`src/rtl/instr_seq_pkg.sv`:
```
// instr_sequencer shared types: FSM states, instruction class codes
// and the class -> hold-cycle mapping.
package instr_seq_pkg;

  typedef enum logic [1:0] {
    IDLE,
    LEAD,
    HOLD,
    FINISH
  } seq_state_e;

  localparam logic [1:0] CLS_HALT  = 2'b00;
  localparam logic [1:0] CLS_STD   = 2'b01;
  localparam logic [1:0] CLS_LOAD  = 2'b10;
  localparam logic [1:0] CLS_STORE = 2'b11;

  localparam int CNT_W = 8;

  function automatic int slot_cycles(
    input logic [1:0] cls,
    input int         std_c,
    input int         mem_c
  );
    int r;
    r = 0;
    case (cls)
      CLS_STD:   r = std_c;
      CLS_LOAD:  r = mem_c;
      CLS_STORE: r = mem_c;
      default:   r = 0;
    endcase
    return r;
  endfunction

endpackage

```
`src/rtl/instr_prog_mem.sv`:
```
// Program store for instr_sequencer: synchronous write,
// asynchronous read.
module instr_prog_mem #(
  parameter int W  = 20,
  parameter int AW = 4
) (
  input  logic          clk,
  input  logic          we,
  input  logic [AW-1:0] waddr,
  input  logic [W-1:0]  wdata,
  input  logic [AW-1:0] raddr,
  output logic [W-1:0]  rdata
);

  logic [W-1:0] mem_q [2**AW];

  // write port, one word per cycle
  always_ff @(posedge clk) begin
    if (we) mem_q[waddr] <= wdata;
  end

  assign rdata = mem_q[raddr];

endmodule

```
`src/rtl/instr_sequencer.sv`:
```
// Steps a stored program into simple_cpu, holding each word for its class slot.
// Optional INSTR_SEQ_STEP_EN: wait for step at the end of each slot.
module instr_sequencer
  import instr_seq_pkg::*;
#(
  parameter int INSTR_WIDTH    = 20,
  parameter int PROG_ADDR_BITS = 4,
  parameter int STD_CYCLES     = 3,
  parameter int MEM_CYCLES     = 4,
  parameter int LEAD_CYCLES    = 1
) (
  input  logic                      clk,
  input  logic                      rst,
  input  logic                      prog_we,
  input  logic [PROG_ADDR_BITS-1:0] prog_addr,
  input  logic [INSTR_WIDTH-1:0]    prog_data,
  input  logic [PROG_ADDR_BITS:0]   prog_len,
  input  logic                      start,
  input  logic                      step,
  output logic [INSTR_WIDTH-1:0]    instruction,
  output logic                      busy,
  output logic                      done,
  output logic                      halted,
  output logic [PROG_ADDR_BITS:0]   pc
);

  localparam int AW = PROG_ADDR_BITS;
  localparam int LW = PROG_ADDR_BITS + 1;
  localparam logic [LW-1:0] LEN_MAX = LW'(2**AW);

  seq_state_e             state_q, state_d;
  logic [INSTR_WIDTH-1:0] instr_q, instr_d;
  logic                   busy_q, busy_d;
  logic                   done_q, done_d;
  logic                   halted_q, halted_d;
  logic [LW-1:0]          pc_q, pc_d;
  logic [LW-1:0]          len_q, len_d;
  logic [CNT_W-1:0]       cnt_q, cnt_d;

  logic [LW-1:0]          pc_inc;
  logic [LW-1:0]          len_clamp;
  logic [AW-1:0]          rd_addr;
  logic [INSTR_WIDTH-1:0] rd_data;
  logic [1:0]             rd_cls;
  logic [1:0]             cur_cls;
  logic                   mem_we;
  logic                   adv;
  logic                   fin;

`ifdef INSTR_SEQ_STEP_EN
  assign adv = step;
`else
  logic unused_step;
  assign unused_step = step;
  assign adv = 1'b1;
`endif

  assign pc_inc    = pc_q + 1'b1;
  assign rd_addr   = (state_q == HOLD) ? pc_inc[AW-1:0] : '0;
  assign rd_cls    = rd_data[INSTR_WIDTH-1 -: 2];
  assign cur_cls   = instr_q[INSTR_WIDTH-1 -: 2];
  assign len_clamp = (prog_len > LEN_MAX) ? LEN_MAX : prog_len;
  assign mem_we    = prog_we & ((state_q == IDLE) | (state_q == FINISH));

  instr_prog_mem #(
    .W  (INSTR_WIDTH),
    .AW (AW)
  ) u_mem (
    .clk   (clk),
    .we    (mem_we),
    .waddr (prog_addr),
    .wdata (prog_data),
    .raddr (rd_addr),
    .rdata (rd_data)
  );

  // next-state: launch, lead-in, per-class hold, run end
  always_comb begin
    state_d  = state_q;
    instr_d  = instr_q;
    busy_d   = busy_q;
    done_d   = 1'b0;
    halted_d = halted_q;
    pc_d     = pc_q;
    len_d    = len_q;
    cnt_d    = cnt_q;
    fin      = 1'b0;
    unique case (state_q)
      IDLE: begin
        instr_d = '0;
        if (start) begin
          halted_d = 1'b0;
          if (len_clamp == '0) begin
            fin = 1'b1;
          end else begin
            instr_d = rd_data;
            pc_d    = '0;
            len_d   = len_clamp;
            busy_d  = 1'b1;
            if (LEAD_CYCLES > 0) begin
              cnt_d   = CNT_W'(LEAD_CYCLES - 1);
              state_d = LEAD;
            end else if (rd_cls == CLS_HALT) begin
              halted_d = 1'b1;
              fin      = 1'b1;
            end else begin
              cnt_d   = CNT_W'(slot_cycles(rd_cls, STD_CYCLES, MEM_CYCLES) - 1);
              state_d = HOLD;
            end
          end
        end
      end
      LEAD: begin
        if (cnt_q != '0) begin
          cnt_d = cnt_q - 1'b1;
        end else if (cur_cls == CLS_HALT) begin
          halted_d = 1'b1;
          fin      = 1'b1;
        end else begin
          cnt_d   = CNT_W'(slot_cycles(cur_cls, STD_CYCLES, MEM_CYCLES) - 1);
          state_d = HOLD;
        end
      end
      HOLD: begin
        if (cnt_q != '0) begin
          cnt_d = cnt_q - 1'b1;
        end else if (adv) begin
          pc_d = pc_inc;
          if (pc_inc == len_q) begin
            fin = 1'b1;
          end else if (rd_cls == CLS_HALT) begin
            halted_d = 1'b1;
            fin      = 1'b1;
          end else begin
            instr_d = rd_data;
            cnt_d   = CNT_W'(slot_cycles(rd_cls, STD_CYCLES, MEM_CYCLES) - 1);
          end
        end
      end
      FINISH: begin
        state_d = IDLE;
      end
      default: state_d = IDLE;
    endcase
    if (fin) begin
      state_d = FINISH;
      instr_d = '0;
      busy_d  = 1'b0;
      done_d  = 1'b1;
    end
  end

  // state and output registers, synchronous reset
  always_ff @(posedge clk) begin
    if (rst) begin
      state_q  <= IDLE;
      instr_q  <= '0;
      busy_q   <= 1'b0;
      done_q   <= 1'b0;
      halted_q <= 1'b0;
      pc_q     <= '0;
      len_q    <= '0;
      cnt_q    <= '0;
    end else begin
      state_q  <= state_d;
      instr_q  <= instr_d;
      busy_q   <= busy_d;
      done_q   <= done_d;
      halted_q <= halted_d;
      pc_q     <= pc_d;
      len_q    <= len_d;
      cnt_q    <= cnt_d;
    end
  end

  assign instruction = instr_q;
  assign busy        = busy_q;
  assign done        = done_q;
  assign halted      = halted_q;
  assign pc          = pc_q;

endmodule

```
`config.mk`:
```
export PLATFORM = sky130hd
export DESIGN_NAME = instr_sequencer
export DESIGN_NICKNAME = d
export VERILOG_FILES = /design/src/rtl/instr_seq_pkg.sv /design/src/rtl/instr_prog_mem.sv /design/src/rtl/instr_sequencer.sv
export SDC_FILE = /design/constraint.sdc
export NUM_CORES = 1
export LEC_CHECK = 0
export CAP_MARGIN = 25
export CORE_ASPECT_RATIO = 1.2
export CORE_MARGIN = 3
export CORE_UTILIZATION = 30
export CTS_CLUSTER_SIZE = 14
export DETAILED_ROUTE_END_ITERATION = 10
export PLACE_DENSITY = 0.49
export SLEW_MARGIN = 10
export SYNTH_ARGS = -nofsm -noshare
export SYNTH_HDL_FRONTEND = slang
export SYNTH_HIERARCHICAL = 1
export SYNTH_SLANG_ARGS = --single-unit
```
`constraint.sdc`:
```
create_clock -name clk -period 4.7 [get_ports clk]
set_input_delay 0.94 -clock clk [delete_from_list [all_inputs] [get_ports clk]]
set_output_delay 0.94 -clock clk [all_outputs]
set_load 0.02 [all_outputs]
```
==> results.ini <==
[clocking]
cts.path.max_buffers = 3
post_cts.resized_instances = 0
clkLatencyLatePin_ns = 0.53
post-cts-setup-buffers = 0
cts_tree = done
cts.sinks = 363
cts_hold_buf = 0
cts_buffers = 38
htreeDepth = 2
path_clk_slew_ns = 0.07
clockRootBuffer = clkbuf_16

[floorplan]
num_rows = 88
die_w_um = 208
coreArea_mm2 = 0.0482
pin_count = 62
initial_core_util_pct = 30.5
die_area_mm2 = 0.0517
die_y_um = 249

[critical_path]
critPathKind = reg -> reg
cp-startpoint = state_q[0]$_SDFFE_PP0P_
r2r_setup_slack_ns = 0.73
start_kind = flip-flop
rr_endpoint = cnt_q[6]$_SDFFE_PP0P_
crit_required_ns = 5.11
critPathMaxFanout = 12
ff2ff_path_depth = 12
cp-endpoint = cnt_q[6]$_SDFFE_PP0P_
end_kind = flip-flop
reg2reg_from = state_q[0]$_SDFFE_PP0P_
crit_arrival_ns = 4.38

[hold_path]
hold_class = reg -> reg

[final_layout]
drive_above_1_share_pct = 21.7
area_growth_syn_to_layout_pct = 18.2
nNetsFinal = 940
n_fill_cell = 4529
regArea_mm2 = 0.0105
design_area_mm2 = 0.0174
multi_input_area_mm2 = 0.00400
num_antenna_cells = 0

[global_routing]
antenna_found_initial = 2
grt_pass1_vias = 8171
grt_usage_pct = 13.7
overflow = 0
grt_max_degree = 41
grt_first_pass_wirelength_mm = 53.8

[flow_run]
maxCapViolations = 0

[synth]
synthCells = 813
ys.flop_type = edfxtp_1
synth-edff-count = 320
synth_warnings = 6
ys_seq_area_share_pct = 71.2
synth_seq_cells = 363
ys_types = 64
synthArstFlopShare_pct = 0
postSynthNetCount = 853
synth_area_mm2 = 0.0147
syn_area_per_cell_um2 = 18.1
yosys.area.top_type = edfxtp_1
synth_top_area_share_pct = 65.3
synthTopCellsByArea = edfxtp_1, mux4_2, dfxtp_1

[route]
wirelength_mm = 35.8
drt_iter0_drc = 533
via_count = 7797
drtPass1Iterations = 5
viasPerCell = 5.03
wl_per_cell_um = 23.1
drc_errors = 0
ant_nets = 0

[timing]
period_needed_ns = 3.97
hold_viol = 0
setup_viol = 0
worst_pin_slew_ns = 0.977
setup_ws_ns = 0.729
maxSlewViolCount = 0
rsz0062_at_grt = no
min_period_over_period_pct = 84.5
fmax_mhz = 252
fin_worst_skew_ns = 0.0127
slew_headroom_pct = 34.7
setup_tns_ns = 0

[placement]
place.gp.congestion = 0.801
hpwl_mm = 21.6
post-place-ws_ns = 0.748
portBuffers = 60
placed_area_mm2 = 0.0162

[outcome]
status = completed

[pwr]
leakage_nw = 5.35
peakVddDrop_uv = 209
power_density_mw_per_mm2 = 488

-- worst min-delay path by stage --
| stage | start | end | slack, ns | cells past startpoint |
|---|---|---|---|---|
| final | busy$_SDFFE_PP0P_ | busy$_SDFFE_PP0P_ | 0.47 | 2 |
| after global routing | len_q[0]$_SDFFE_PP0P_ | len_q[0]$_SDFFE_PP0P_ | 0.50 | 2 |
| after CTS | busy$_SDFFE_PP0P_ | busy$_SDFFE_PP0P_ | 0.48 | 2 |
| after detailed placement | busy$_SDFFE_PP0P_ | busy$_SDFFE_PP0P_ | 0.47 | 2 |
| after global placement | busy$_SDFFE_PP0P_ | busy$_SDFFE_PP0P_ | 0.45 | 2 |
| after floorplan | len_q[0]$_SDFFE_PP0P_ | len_q[0]$_SDFFE_PP0P_ | 0.44 | 2 |
-- final cells by class --
cell class	count	area share, %
Tap cell	630	4.53
Clock inverter	16	1.20
Sequential cell	363	60.2
Multi-Input combinational cell	390	23.0
Inverter	13	0.281
Timing Repair Buffer	94	5.00
Clock buffer	45	5.74
-- sequential cells by signal, indices dropped and copies added, names as in the netlist --
register     count
busy             1
instruction     20
cnt_q            8
state_q          2
done             1
u_mem/mem_q    320
halted           1
len_q            5
pc               5
-- power by group --
group          switching, mW  internal [mW]
Sequential            0.0967           3.66
Combinational           1.03          0.732
Clock                   1.18           1.78
Total                   2.31           6.18
-- metal layers --
layer	track usage, %	vias up	part of all wire (%)
met5	0	-	0.067
li1	-	3505	-
met2	23.7	181	50
met4	3.68	4	2.2
met3	2.47	55	4.7
met1	17.9	4052	43
-- cells in the mapped netlist, types with 11 or more instances --
cell type / number
nor2_1: 34
dfxtp_1: 43
a22oi_1: 41
nor3_1: 11
nand2_1: 33
a21oi_1: 16
mux4_2: 64
a21oi_2: 21
mux4_1: 16
inv_1: 13
o21ai_0: 28
edfxtp_1: 320
clkbuf_1: 29
nand4b_1: 21
-- critical path, stage by stage (launching register included) --
cell,delay (ns)
dfxtp_1,0.34
inv_1,0.09
ha_1,0.41
inv_1,0.25
nor2_4,0.43
mux4_2,0.58
a22oi_1,0.24
nand2_1,0.20
nor3b_1,0.28
or2_1,0.29
a22oi_1,0.26
o21a_1,0.25
a221oi_1,0.23
-- per-stage QoR --
stage | std cells | util (%) | hold WS, ns | total power [mW]
final | 1551 | 36.0 | 0.466 | 8.49
after global routing | 1551 | 36.0 | 0.501 | 8.87
after CTS | 1551 | 36.0 | 0.477 | 8.60
after detailed placement | 1490 | 33.5 | 0.466 | 5.62
after global placement | 1490 | 33.5 | 0.448 | 5.59
after floorplan | 813 | - | 0.444 | 5.08
-- cells in the final DEF (no fill, tap or decap), drive strengths merged, types with 3 or more instances in the layout --
master / instances
buf: 34
a21oi: 37
nor3b: 6
clkinv: 8
nand3b: 3
inv: 14
nor3: 12
edfxtp: 320
nand2: 33
xor2: 3
nand4: 3
nor4: 3
xnor2: 4
clkdlybuf4s50: 60
nor2: 34
nand3: 5
a22oi: 41
clkbuf: 45
mux4: 80
and2: 6
o211ai: 4
mux2i: 5
nand4b: 21
o21ai: 29
ha: 6
a211oi: 3
a31oi: 6
bufinv: 5
nor2b: 8
nand2b: 6
dfxtp: 43
-- logic make-up after synthesis --
group                    count (synthesis)  synth area share (%)
XOR/XNOR                                 7                 0.417
AO/OA/AOI/OAI                          144                  7.05
flip-flops                             363                  71.2
adder cells (fa/ha/maj)                  6                 0.510
multiplexers                            85                  13.0
AND/OR/NAND/NOR                        148                  5.74
buffers and inverters                   60                  2.08
Note: power is estimated with default switching activity, not from simulation.
